File: config.mk
export PLATFORM = sky130hd
export DESIGN_NAME = wb_stage_hilo
export DESIGN_NICKNAME = d
export VERILOG_FILES = /design/src/rtl/wb_stage_hilo.sv
export SDC_FILE = /design/constraint.sdc
export NUM_CORES = 1
export LEC_CHECK = 0
export ABC_AREA = 1
export CORE_MARGIN = 2
export CORE_UTILIZATION = 37
export CTS_CLUSTER_SIZE = 20
export DETAILED_ROUTE_END_ITERATION = 6
export GPL_ROUTABILITY_DRIVEN = 0
export PLACE_DENSITY = 0.74
export SYNTH_ARGS = -nofsm -noshare
export SYNTH_HDL_FRONTEND = slang
export SYNTH_SLANG_ARGS = --single-unit
File: constraint.sdc
create_clock -name clk -period 3.6 [get_ports clk]
set_clock_uncertainty 0.05 [all_clocks]
set_input_delay 0.9 -clock clk [delete_from_list [all_inputs] [get_ports clk]]
set_output_delay 0.9 -clock clk [all_outputs]
set_load 0.005 [all_outputs]
File: src/rtl/wb_stage_hilo.sv
`default_nettype none
// ============================================================================
// Module      : wb_stage_hilo
// Description : Registered write-back stage for one core of the dual-core
//               MIPS pipeline. Captures the MEM/WB pipeline register, selects
//               the register-file write data and owns the architectural
//               HI/LO registers with in-order commit.
//
// Optional feature macro: WB_LOAD_EXT_EN
//   defined   : the read-data path (mem_to_reg = 01) extracts a byte or half
//               lane from the registered read data (little-endian) and sign-
//               or zero-extends it to DATA_W.
//   undefined : read data passes unmodified; load_size_mem, load_unsigned_mem
//               and byte_off_mem are ignored and not registered.
//
// Ports:
//   clk, reset            : clock (rising edge), synchronous active-high reset
//   stall_wb, flush_wb    : hold stage / squash incoming instruction
//   valid_mem             : MEM-stage instruction valid
//   alu_mem, read_data_mem, extended_mem : result sources
//   mem_to_reg_mem        : 01 read data, 10 extended, 00/11 ALU
//   mfhi_mem, mflo_mem    : move-from HI/LO
//   mthi_mem, mtlo_mem    : move-to HI/LO from alu_mem
//   hilo_we_mem, hilo_in_mem : {HI, LO} write from multiply/divide
//   reg_write_mem, write_reg_mem : destination register
//   load_size_mem, load_unsigned_mem, byte_off_mem : load extension control
//   res_wb, write_reg_wb, reg_write_wb, valid_wb : write-back outputs
//   hi_out, lo_out        : architectural HI/LO
//
// Revision    : 1.0 - initial release
// ============================================================================
module wb_stage_hilo #(
    parameter int DATA_W     = 32,
    parameter int REG_ADDR_W = 5
) (
    input  logic                  clk,
    input  logic                  reset,
    input  logic                  stall_wb,
    input  logic                  flush_wb,
    input  logic                  valid_mem,
    input  logic [DATA_W-1:0]     alu_mem,
    input  logic [DATA_W-1:0]     read_data_mem,
    input  logic [DATA_W-1:0]     extended_mem,
    input  logic [1:0]            mem_to_reg_mem,
    input  logic                  mfhi_mem,
    input  logic                  mflo_mem,
    input  logic                  mthi_mem,
    input  logic                  mtlo_mem,
    input  logic                  hilo_we_mem,
    input  logic [2*DATA_W-1:0]   hilo_in_mem,
    input  logic                  reg_write_mem,
    input  logic [REG_ADDR_W-1:0] write_reg_mem,
    input  logic [1:0]            load_size_mem,
    input  logic                  load_unsigned_mem,
    input  logic [1:0]            byte_off_mem,
    output logic [DATA_W-1:0]     res_wb,
    output logic [REG_ADDR_W-1:0] write_reg_wb,
    output logic                  reg_write_wb,
    output logic                  valid_wb,
    output logic [DATA_W-1:0]     hi_out,
    output logic [DATA_W-1:0]     lo_out
);

    // ------------------------------------------------------------------------
    // Stage register
    // ------------------------------------------------------------------------
    logic                  r_valid;
    logic [DATA_W-1:0]     r_alu;
    logic [DATA_W-1:0]     r_read_data;
    logic [DATA_W-1:0]     r_extended;
    logic [1:0]            r_mem_to_reg;
    logic                  r_mfhi;
    logic                  r_mflo;
    logic                  r_mthi;
    logic                  r_mtlo;
    logic                  r_hilo_we;
    logic [2*DATA_W-1:0]   r_hilo_in;
    logic                  r_reg_write;
    logic [REG_ADDR_W-1:0] r_write_reg;

    // Architectural HI/LO
    logic [DATA_W-1:0]     r_hi;
    logic [DATA_W-1:0]     r_lo;

    logic                  w_load_en;
    logic                  w_commit;
    logic [DATA_W-1:0]     w_load_data;

    // A flush forces a load even while stalled so the bubble replaces the
    // held instruction.
    assign w_load_en = flush_wb | ~stall_wb;

    // The instruction in WB commits on the edge it leaves the stage; a stall
    // keeps it here, so it commits exactly once no matter how long it waits.
    assign w_commit  = r_valid & ~stall_wb;

    always_ff @(posedge clk) begin
        if (reset) begin
            r_valid      <= 1'b0;
            r_alu        <= '0;
            r_read_data  <= '0;
            r_extended   <= '0;
            r_mem_to_reg <= '0;
            r_mfhi       <= 1'b0;
            r_mflo       <= 1'b0;
            r_mthi       <= 1'b0;
            r_mtlo       <= 1'b0;
            r_hilo_we    <= 1'b0;
            r_hilo_in    <= '0;
            r_reg_write  <= 1'b0;
            r_write_reg  <= '0;
        end else if (w_load_en) begin
            r_valid      <= valid_mem & ~flush_wb;
            r_alu        <= alu_mem;
            r_read_data  <= read_data_mem;
            r_extended   <= extended_mem;
            r_mem_to_reg <= mem_to_reg_mem;
            r_mfhi       <= mfhi_mem;
            r_mflo       <= mflo_mem;
            r_mthi       <= mthi_mem;
            r_mtlo       <= mtlo_mem;
            r_hilo_we    <= hilo_we_mem;
            r_hilo_in    <= hilo_in_mem;
            r_reg_write  <= reg_write_mem & ~flush_wb;
            r_write_reg  <= write_reg_mem;
        end
    end

    // ------------------------------------------------------------------------
    // HI/LO commit. A full {HI, LO} write takes precedence over mthi/mtlo.
    // ------------------------------------------------------------------------
    always_ff @(posedge clk) begin
        if (reset) begin
            r_hi <= '0;
            r_lo <= '0;
        end else if (w_commit) begin
            if (r_hilo_we) begin
                r_hi <= r_hilo_in[2*DATA_W-1:DATA_W];
                r_lo <= r_hilo_in[DATA_W-1:0];
            end else begin
                if (r_mthi) begin
                    r_hi <= r_alu;
                end
                if (r_mtlo) begin
                    r_lo <= r_alu;
                end
            end
        end
    end

    // ------------------------------------------------------------------------
    // Load lane extraction
    // ------------------------------------------------------------------------
`ifdef WB_LOAD_EXT_EN
    logic [1:0] r_load_size;
    logic       r_load_unsigned;
    logic [1:0] r_byte_off;
    logic [7:0] w_byte;
    logic [15:0] w_half;

    always_ff @(posedge clk) begin
        if (reset) begin
            r_load_size     <= '0;
            r_load_unsigned <= 1'b0;
            r_byte_off      <= '0;
        end else if (w_load_en) begin
            r_load_size     <= load_size_mem;
            r_load_unsigned <= load_unsigned_mem;
            r_byte_off      <= byte_off_mem;
        end
    end

    // Little-endian lanes: byte at bits [8*off+7 : 8*off], half at off[1].
    assign w_byte = r_read_data[{r_byte_off, 3'b000} +: 8];
    assign w_half = r_read_data[{r_byte_off[1], 4'b0000} +: 16];

    always_comb begin
        w_load_data = r_read_data;
        case (r_load_size)
            2'b01: begin
                if (r_load_unsigned) begin
                    w_load_data = DATA_W'(w_half);
                end else begin
                    w_load_data = DATA_W'($signed(w_half));
                end
            end
            2'b10: begin
                if (r_load_unsigned) begin
                    w_load_data = DATA_W'(w_byte);
                end else begin
                    w_load_data = DATA_W'($signed(w_byte));
                end
            end
            default: w_load_data = r_read_data;
        endcase
    end
`else
    // Extension controls have no effect in this build.
    logic w_unused_load_ctl;
    assign w_unused_load_ctl = ^{load_size_mem, load_unsigned_mem, byte_off_mem};
    assign w_load_data       = r_read_data;
`endif

    // ------------------------------------------------------------------------
    // Result mux. mfhi/mflo read the committed HI/LO with no self-bypass:
    // an instruction's own HI/LO write lands only after it leaves WB.
    // ------------------------------------------------------------------------
    always_comb begin
        res_wb = r_alu;
        if (r_mfhi) begin
            res_wb = r_hi;
        end else if (r_mflo) begin
            res_wb = r_lo;
        end else begin
            case (r_mem_to_reg)
                2'b01:   res_wb = w_load_data;
                2'b10:   res_wb = r_extended;
                default: res_wb = r_alu;
            endcase
        end
    end

    assign write_reg_wb = r_write_reg;
    assign reg_write_wb = r_reg_write & r_valid;
    assign valid_wb     = r_valid;
    assign hi_out       = r_hi;
    assign lo_out       = r_lo;

endmodule
`default_nettype wire

==> flow_summary.ini, run 1 <==
[status]
run_status = completed

[global_route]
grt_util_all_layers_pct = 20.9
grt_pass1_vias = 9912
gr-total-overflow = 0
grt_pass1_wl_microns = 51700
grt_max_degree = 173
antenna_found_initial = 3

[route]
vias = 10900
avgRoutedWirePerCell_microns = 14.3
drt_pass1_iterations = 5
route.detailed.drc = 0
ant_nets = 0
routed_via_density = 4.70
first_iter_violations = 723
drt-total-wl_microns = 33100

[synthesis]
ys_seq_area_share_pct = 44.2
yosysTopAreaCell = dfxtp_1
synth_area_leaders = dfxtp_1 (44%), nor2_1 (17%), nand2_1 (16%), o21ai_0 (7.3%), o21ai_1 (3.7%)
synth_nets = 1882
synth_top_area_share_pct = 44.2
yosys_warnings = 0
syn_avg_cell_area_sq_um = 6.35
synth_seq_cells = 238
netlist_area_sq_mm = 0.0108
synthCells = 1697
yosys.cell_types.count = 16

[cts]
cts_tree = built
clock_latency_ns = 0.54
cts_buffers = 27
clkSinkCount = 238
clk_path_buf_depth = 3
postCtsHoldBufs = 0
path_clk_slew_ns = 0.06
h-tree-depth = 1
cts_root_buffer = clkbuf_16

[worst_setup_path]
cp_common_cell = nand2_1
cp-end-kind = output pin
required_ns = 2.65
timing.rr.end = lo_out[13]
r2r-start = r_hilo_we
cpPeakStageDelay_ns = 0.59
regToRegSetupSlack_ns = 1.47
critPathMaxFanout = 32
crit_start = r_mem_to_reg[0]
reg2reg_depth = 6
start_kind = flop
crit_path_cell_trace = inv_1 > ha_1 > buf_6 > a21oi_1 > nand2_1 > nand2_1 > nand2_1 > clkdlybuf4s50_1
worst_path_max_delay_cell = clkdlybuf4s50_1
timing_worst_setup_path_type = flop to output pin
worst_ep_arrival_time_ns = 2.54

[die]
die_y_microns = 175
die_area_sq_mm = 0.0305
die_w_microns = 175
coreArea_sq_mm = 0.0287
placement_rows = 62
ios = 286
initial_core_util_pct = 37.5

[worst_hold_path]
hold_depth = 2
hold_start = r_hilo_in[36]
hold_path_end = r_hilo_in[36]
hold_class = flop to flop

[timing]
period_needed_ns = 3.49
setup-tns-final_ns = 0
slew-limit-headroom_pct = 44.5
max_freq_mhz = 286
grt_setup_unrepaired = false
finalSetupViolations = 0
worst_pin_slew_ns = 0.832
finalHoldViolCount = 0
drv_slew = 0
min_period_over_period_pct = 97.1

[placed_design]
io_buffer_count = 280
dpl_cell_area_sq_mm = 0.0137
dp_hpwl_microns = 22600

[pwr]
power.leakage_nw = 6.76
powerDensity_mw_per_mm2 = 467
worst_ir_drop_vdd_v = 0.000308

[layout]
final_cell_mix = nor2_1 (478), nand2_1 (451), clkdlybuf4s50_1 (280)
syn_to_final_growth_pct = 36.5
nNetsFinal = 2093
mostFrequentLayoutCell = nor2_1
regMostFlops = r_hilo_in
fill_cells = 2807
multi_input_area_sq_mm = 0.00505
largest_reg_flops = 64
regArea_sq_mm = 0.00477
layout-drive-gt1-share_pct = 3.68
fin_area_sq_mm = 0.0147

[flow_run]
maxCapViolations = 0
==> final cells by class <==
cell class              instances  area share (%)
inverters                     107            2.82
flip-flops and latches        238            32.4
multi-input cells            1236            34.3
well taps                     384            3.27
clock buffers                  40            5.41
clock inverters                 9            1.18
repair buffers                298            20.5
diodes                          2          0.0340
==> report_power, final <==
group | internal (W) | switching (W) | total (W)
clock network | 0.00188 | 0.00111 | 0.00299
registers | 0.00279 | 0.000108 | 0.00290
logic | 0.000482 | 0.000503 | 0.000986
total | 0.00516 | 0.00172 | 0.00687
==> how the worst max path moves through the flow <==
stage	to	depth (start not counted)	slack, ns
final	res_wb[0]	8	0.11
after global routing	res_wb[2]	8	0.005
after CTS	res_wb[0]	8	0.01
after detailed placement	res_wb[19]	9	0.60
after global placement	res_wb[17]	9	0.62
after floorplan	res_wb[14]	9	1.26
==> worst max-delay path, delay by kind of cell (launching register included) <==
| kind | cells | cell delay, ns |
|---|---|---|
| buffers and inverters | 3 | 0.97 |
| flip-flops | 1 | 0.36 |
| adder cells (fa/ha/maj) | 1 | 0.34 |
| AND/OR/NAND/NOR | 3 | 0.21 |
| AO/OA/AOI/OAI | 1 | 0.12 |
==> logic make-up after synthesis <==
logic type | Yosys count | share of synthesized area (%)
buf+inv | 223 | 9.00
fa+ha+maj | 2 | 0.232
compound gates | 302 | 14.0
simple gates | 932 | 32.5
flops | 238 | 44.2
==> metrics by stage <==
stage                     setup WS, ns  total power (W)  hold WS, ns  utilization, %  instances
final                            0.105          0.00687        0.430            51.3       2314
after floorplan                   1.26          0.00344        0.405               -       1697
after CTS                       0.0124          0.00693        0.434            51.2       2311
after detailed placement         0.596          0.00394        0.420            47.8       2262
after global routing           0.00489          0.00717        0.451            51.2       2313
after global placement           0.617          0.00392        0.413            47.8       2262
==> metal layers <==
metal  up-vias  track usage [%]  share of wire [%]
met5         -                0              0.048
met4         2             8.68                4.3
met3        81             3.83                6.1
met2       301             31.5                 42
met1      4859             29.2                 48
li1       5644                -                  -
==> cells in the mapped netlist <==
master and instances:
nand2_1 451, clkbuf_1 60, o21ai_0 158, inv_2 2, dfxtp_1 238, inv_1 105
buf_4 3, nand2_2 2, nor2_1 478, buf_2 43, buf_1 1, buf_6 9
ha_1 2, nor2_2 1, o21ai_1 80, a21oi_1 64
==> what timing repair did <==
| item | CTS | global route |
|---|---|---|
| cloned | 0 | 0 |
| gates resized for setup | 1 | 3 |
| endpoints found under the setup margin | 3 | 32 |
| setup buffers | 0 | 1 |
No activity file was read; power rests on OpenSTA's default activity.
==> inputs of run 2 (changes only) <==
- TNS_END_PERCENT: default -> 10
==> results of run 2 <==
The final DEF is identical to that of run 1; final timing and power are the same.
